**config.mk**
```make
export PLATFORM = sky130hd
export DESIGN_NAME = bit_serializer
export DESIGN_NICKNAME = d
export VERILOG_FILES = /design/src/rtl/bit_serializer_pkg.sv /design/src/rtl/bit_serializer.sv
export SDC_FILE = /design/constraint.sdc
export NUM_CORES = 1
export LEC_CHECK = 0
export CAP_MARGIN = 20
export CORE_UTILIZATION = 46
export DETAILED_ROUTE_END_ITERATION = 16
export DONT_BUFFER_PORTS = 1
export SLEW_MARGIN = 20
export SYNTH_ARGS = -nofsm -noshare
export SYNTH_HDL_FRONTEND = slang
export SYNTH_SLANG_ARGS = --single-unit
```
**constraint.sdc**
```tcl
create_clock -name clk -period 1.9 [get_ports clk]
set_input_delay 0.38 -clock clk [delete_from_list [all_inputs] [get_ports clk]]
set_output_delay 0.38 -clock clk [all_outputs]
set_load 0.005 [all_outputs]
```
**src/rtl/bit_serializer_pkg.sv**
```systemverilog
// Shared types and helpers for the parallel-in, serial-out bit serializer.
// BIT_SERIALIZER_PARITY_EN appends one even-parity bit to every frame.
package bit_serializer_pkg;

  typedef enum logic [1:0] {
    IDLE  = 2'd0,
    SHIFT = 2'd1,
    GAP   = 2'd2
  } ser_state_t;

  localparam int SER_GAP_W = 4;

  function automatic int frame_len(input int w);
`ifdef BIT_SERIALIZER_PARITY_EN
    return w + 1;
`else
    return w;
`endif
  endfunction

endpackage

```
**src/rtl/bit_serializer.sv**
```systemverilog
// Parallel-in, serial-out stage: W-bit words in over valid/ready, one bit per clock out,
// with a GAP-cycle idle gap after each frame. BIT_SERIALIZER_PARITY_EN adds an even-parity bit.
module bit_serializer
  import bit_serializer_pkg::*;
#(
  parameter int W         = 8,
  parameter int MSB_FIRST = 1,
  parameter int GAP       = 0
) (
  input  logic         clk,
  input  logic         rst,
  input  logic [W-1:0] din,
  input  logic         din_valid,
  output logic         din_ready,
  output logic         sout,
  output logic         sout_valid,
  output logic         busy
);

  localparam int                   F        = frame_len(W);
  localparam int                   CNT_W    = $clog2(W + 2);
  localparam logic [CNT_W-1:0]     LAST_CNT = CNT_W'(F - 1);
  localparam logic [CNT_W-1:0]     CNT_ONE  = CNT_W'(1);
  localparam logic [SER_GAP_W-1:0] GAP_LAST = SER_GAP_W'((GAP > 0) ? GAP - 1 : 0);
  localparam logic [SER_GAP_W-1:0] GAP_ONE  = SER_GAP_W'(1);

  ser_state_t           r_state;
  logic [W-1:0]         r_shift;
  logic [CNT_W-1:0]     r_cnt;
  logic [SER_GAP_W-1:0] r_gap_cnt;
  logic                 r_sout;
  logic                 r_sout_valid;
  logic                 r_busy;

  logic         w_last;
  logic         w_accept;
  logic         w_first_bit;
  logic         w_data_bit;
  logic         w_next_bit;
  logic [W-1:0] w_load_rest;
  logic [W-1:0] w_shifted;

  // The first bit goes straight to sout on accept; r_shift keeps only the remaining bits.
  assign w_last      = (r_state == SHIFT) && (r_cnt == LAST_CNT);
  assign din_ready   = !rst && ((r_state == IDLE) || ((GAP == 0) && w_last));
  assign w_accept    = din_valid && din_ready;
  assign w_first_bit = (MSB_FIRST != 0) ? din[W-1] : din[0];
  assign w_load_rest = (MSB_FIRST != 0) ? (din << 1) : (din >> 1);
  assign w_data_bit  = (MSB_FIRST != 0) ? r_shift[W-1] : r_shift[0];
  assign w_shifted   = (MSB_FIRST != 0) ? (r_shift << 1) : (r_shift >> 1);

`ifdef BIT_SERIALIZER_PARITY_EN
  logic r_par;
  assign w_next_bit = (r_cnt == CNT_W'(W - 1)) ? r_par : w_data_bit;
`else
  assign w_next_bit = w_data_bit;
`endif

  always_ff @(posedge clk) begin
    if (rst) begin
      r_state      <= IDLE;
      r_shift      <= '0;
      r_cnt        <= '0;
      r_gap_cnt    <= '0;
      r_sout       <= 1'b0;
      r_sout_valid <= 1'b0;
      r_busy       <= 1'b0;
`ifdef BIT_SERIALIZER_PARITY_EN
      r_par        <= 1'b0;
`endif
    end else if (w_accept) begin
      r_state      <= SHIFT;
      r_shift      <= w_load_rest;
      r_cnt        <= '0;
      r_sout       <= w_first_bit;
      r_sout_valid <= 1'b1;
      r_busy       <= 1'b1;
`ifdef BIT_SERIALIZER_PARITY_EN
      r_par        <= ^din;
`endif
    end else begin
      case (r_state)
        SHIFT: begin
          if (w_last) begin
            r_sout       <= 1'b0;
            r_sout_valid <= 1'b0;
            if (GAP > 0) begin
              r_state   <= bit_serializer_pkg::GAP;
              r_gap_cnt <= '0;
            end else begin
              r_state <= IDLE;
              r_busy  <= 1'b0;
            end
          end else begin
            r_cnt   <= r_cnt + CNT_ONE;
            r_shift <= w_shifted;
            r_sout  <= w_next_bit;
          end
        end
        bit_serializer_pkg::GAP: begin
          if (r_gap_cnt == GAP_LAST) begin
            r_state   <= IDLE;
            r_busy    <= 1'b0;
            r_gap_cnt <= '0;
          end else begin
            r_gap_cnt <= r_gap_cnt + GAP_ONE;
          end
        end
        IDLE:    ;
        default: r_state <= IDLE;
      endcase
    end
  end

  assign sout       = r_sout;
  assign sout_valid = r_sout_valid;
  assign busy       = r_busy;

endmodule

```
### Word-level counts from Yosys, hierarchy flattened

Cells that the tools add are included.

| word-level totals | value |
|---|---|
| flip-flop bits (word level) | 20 |
| word-level logic and storage cells | 57 |
| input bits | 11 |
| output and inout port bits | 4 |

| operators by class | value |
|---|---|
| mux-type cells | 17 |
| reductions and logical operators | 18 |
| $add $sub $neg | 2 |
| equal/unequal tests | 9 |
| bitwise logic cells | 3 |

Operators with widths:

| kind | number |
|---|---|
| $mux 8 | 3 |
| $mux 1 | 9 |
| $reduce_and 3->1 | 3 |
| $add 4x1->4 const B | 2 |
| $reduce_and 2->1 | 4 |
| $ne 2x2->1 const B | 3 |
| $ne 3x3->1 const B | 2 |
| $pmux 2 s3 | 1 |
| $eq 4x3->1 const B | 1 |
| $logic_not 4->1 | 1 |
| $mux 2 | 2 |
| $mux 4 | 1 |
| $reduce_bool 2->1 | 2 |
| $logic_and 1x1->1 | 3 |
| $not 1->1 | 3 |
| $reduce_bool 3->1 | 1 |
| $eq 2x1->1 const B | 1 |
| $eq 2x2->1 const B | 1 |
| $logic_not 2->1 | 1 |
| $ne 2x1->1 const B | 1 |
| $pmux 1 s2 | 1 |
| $reduce_or 2->1 | 1 |
| $logic_not 1->1 | 1 |
| $logic_or 1x1->1 | 1 |

### Longest topological paths before layout

| logic depth | value |
|---|---|
| word-level depth | 7 |
| mapped depth | 5 |
| gate-level depth less buffers | 4 |

### Worst setup path after synthesis

Ideal clock, no wire load.

| path | value |
|---|---|
| kind | register to output |
| from | register r_cnt[0] |
| to | output port din_ready |
| required time | 1,520 ps |
| slack | 461 ps |
| buffers on the path | 1 |
| arrival time | 1,059 ps |
| stages on the path, launching flop included | 6 |
| cell sequence | dfxtp_1 -> ha_1 -> and3b_1 -> buf_6 -> nor2_1 -> nor2_1 |

| between the ends | value |
|---|---|
| word-level cells in the longest chain between the ends | 4 |

RTL lines:

| element | RTL line | source |
|---|---|---|
| from (decl) | bit_serializer.sv:29 | `logic [CNT_W-1:0] r_cnt;` |
| from (signal assigned) | bit_serializer.sv:95 | `r_cnt <= r_cnt + CNT_ONE;` |
| $eq 4x3->1 | bit_serializer.sv:44 | `assign w_last = (r_state == SHIFT) && (r_cnt == LAST_CNT);` |
| $logic_and 1x1->1 | bit_serializer.sv:44 |  |
| $logic_or 1x1->1 | bit_serializer.sv:45 | `assign din_ready = !rst && ((r_state == IDLE) \|\| ((GAP == 0) && w_last));` |
| $logic_and 1x1->1 | bit_serializer.sv:45 |  |
| to (decl) | bit_serializer.sv:14 | `output logic din_ready,` |

Every way passes these cells.

### Worst setup path after layout

Same ends and word-level chain as after synthesis.

==> results by group <==
Routing
  – Iteration-0 DRC Markers: 10
  – DRC Markers: 0
  – Final WL: 1.36 mm
  – Vias: 528
  – Wire per inst: 15.1 um
  – Routed Antenna Nets: 0
  – DRT Pass-1 Iters: 4
  – Routed vias/inst: 5.87

Synthesis
  – Cell taking the most area after synthesis: dfxtp_1
  – Synth top area cells: dfxtp_1 40%, nor3_1 7.1%, mux2i_1 5.7%
  – Ys Warns: 0
  – Async set-reset flop share out of synthesis: 0%
  – Count leader, synth: dfxtp_1
  – Synthesized area: 702 um2
  – Sequential area share after synthesis: 39.9%
  – Mapped Avg Cell Area: 9.36 um2
  – Mapped Nets: 87
  – Predominant post-synthesis flop cell: dfxtp_1
  – Cells after Synth: 75
  – Number of enable flip-flop cells after synthesis: 0
  – Synth Register Bits: 14
  – Commonest cells post-synth: 14 x dfxtp_1, 10 x nor3_1, 6 x nor2_1
  – Synth unique cells: 30
  – Yosys top cell area share: 39.9%

Critical path
  – CP delay by family, top: simple AND/OR/NAND/NOR gates
  – Max stage delay cell, worst path: dfxtp_1
  – CP bufs+invs: 0
  – Crit path launch type: flop
  – Critical Path End Type: primary output
  – Cell mode on critical path: nor2_1
  – CP max stage delay: 0.34 ns
  – Data arrival time of the worst path: 1.31 ns
  – Worst-path cell chain: ha_1, and3b_1, nor2_1, nor2_1
  – CP Class: flop to primary output
  – Worst-path fanout max: 4
  – CP required: 1.52 ns

Placement
  – HPWL after detailed placement: 929 um
  – Input/output buffers: 0
  – Post-Place Cell Area: 688 um2
  – Gpl congestion: 0.737

Layout
  – Util after Layout: 52.0%
  – Synthesis-to-layout area growth: 1.25%
  – Final Instance Area: 711 um2
  – Fin nets: 89
  – Filler instances: 135
  – Diode count: 0
  – Share of cells above drive strength 1: 13.3%

STA
  – Final Cycle Share: 89.0%
  – Tightest Pin Transition: 0.480 ns
  – Final min period: 1.69 ns
  – # setup viols final: 0
  – RSZ-0062 raised after global routing: false
  – Max Fclk: 0.592 GHz
  – Final Skew: 0.00575 ns
  – Final total negative setup slack: 0 ns
  – Slew Limit Fails: 0
  – Relative slew margins: 68.0%
  – Hold WS: 0.162 ns
  – Final hold violations: 0

Global route
  – Vias in the first global route: 470
  – Largest net degree at the start of global routing: 17
  – First-pass GRT wire length: 2.03 mm
  – GR Overflow Total: 0
  – Initial antenna violation count: 0
  – Total GRT Usage: 19.1%

Floorplan
  – Die Wd: 41.1 um
  – FP Rows: 13
  – Core footprint: 1370 um2
  – Starting density of the core: 51.4%
  – Die footprint: 1690 um2
  – Die Height: 41.1 um
  – Ports: 15

Pwr
  – Power, Total: 0.000547 W
  – Worst IR Drop VDD: 0.581 mV
  – Lkg Pwr: 0.273 nW
  – Pwr Density: 769 nW/um2

Clock tree
  – # clock sinks: 14
  – Clock Latency Late Sink: 0.27 ns
  – Clock-pin slew on the worst setup and hold paths: 0.08 ns
  – CTS tree: done
  – Total number of H-tree levels: 1
  – Setup bufs post-CTS: 0
  – Maximum clock insertion buffer count: 2
  – Cts repair resizes: 0
  – CTS buffer count: 3
  – Hold buffers post-CTS: 0
  – Root Driver: clkbuf_4

Flow run
  – Maximum capacitance violations: 0

Worst hold path
  – Hold WC Path Type: input pin to flop

Outcome
  – Outcome: completed
through the flow:
| step | setup slack (ns) | instances |
|---|---|---|
| floorplan | 0.461 | 75 |
| global placement | 0.534 | 87 |
| detailed placement | 0.484 | 87 |
| CTS | 0.175 | 90 |
| global route | 0.0554 | 90 |
| finish | 0.209 | 90 |
worst reg2reg max path: stages, from the launching register on:
cell and delay, ns:
dfxtp_1 0.37, ha_1 0.23, and3b_1 0.20, buf_4 0.18
nor3_2 0.06, a2111oi_2 0.27
layer usage:
metal	up-vias	wire length, um	track usage, %
met5	-	0	0
met4	0	0	2.50
met3	0	85	10.9
met2	12	606	28.9
met1	238	665	24.0
li1	278	-	-
power breakdown:
| part | internal [W] | switching, W |
|---|---|---|
| Combinational | 0.0000308 | 0.0000261 |
| Sequential | 0.000313 | 0.0000162 |
| Clock | 0.0000733 | 0.0000879 |
worst paths after layout:
| check | startpoint | to | slack (ns) | cells past startpoint |
|---|---|---|---|---|
| worst max-delay path | r_cnt[0] | din_ready | 0.21 | 4 |
| worst min-delay path | rst | r_cnt[3] | 0.16 | 1 |
| worst max register to register | r_cnt[0] | sout | 0.50 | 5 |
| worst min register to register | sout_valid | sout_valid | 0.50 | 2 |
cells in the final DEF, fill, tap and decap left out:
cell type	instances
dfxtp_1	14
nor3_1	10
nor2_1	6
mux2i_1	4
a211oi_1	4
nor2b_1	4
nand2_1	3
a21oi_1	3
a221oi_1	3
clkbuf_4	3
inv_1	2
nand3_1	2
buf_4	2
and3b_1	1
nand3b_2	1
xor2_1	1
a32oi_1	1
o211ai_1	1
a22o_1	1
nor3_2	1
a2111oi_2	1
nand2_2	1
a311oi_1	1
and3_2	1
nand4b_1	1
nand3b_1	1
a31oi_1	1
ha_1	1
state kept, by name, summed over array words and instances, names as in the netlist:
name / cells
r_shift: 7
r_state: 1
sout: 1
sout_valid: 1
r_cnt: 4
layout make-up:
cell class              count  area (um2)  share of cell area, %
inverters                   2        7.51                   1.06
well taps                  15        18.8                   2.64
clock buffers               3        22.5                   3.17
multi-input cells          54         367                   51.6
flip-flops and latches     14         280                   39.4
repair buffers              2        15.0                   2.11
kinds of logic (layout without fill, tap and decap cells):
group                      after synthesis  count (layout)  synth area share (%)
and+or+nand+nor                         32              32                  25.5
AOI/OAI and AO/OA                       16              16                  18.0
DFF                                     14              14                  39.9
buffers and inverters                    7               7                  7.84
muxes                                    4               4                  5.70
adders and majority gates                1               1                  1.78
xor gates and xnor gates                 1               1                  1.25
No activity file was read; power rests on OpenSTA's default activity.
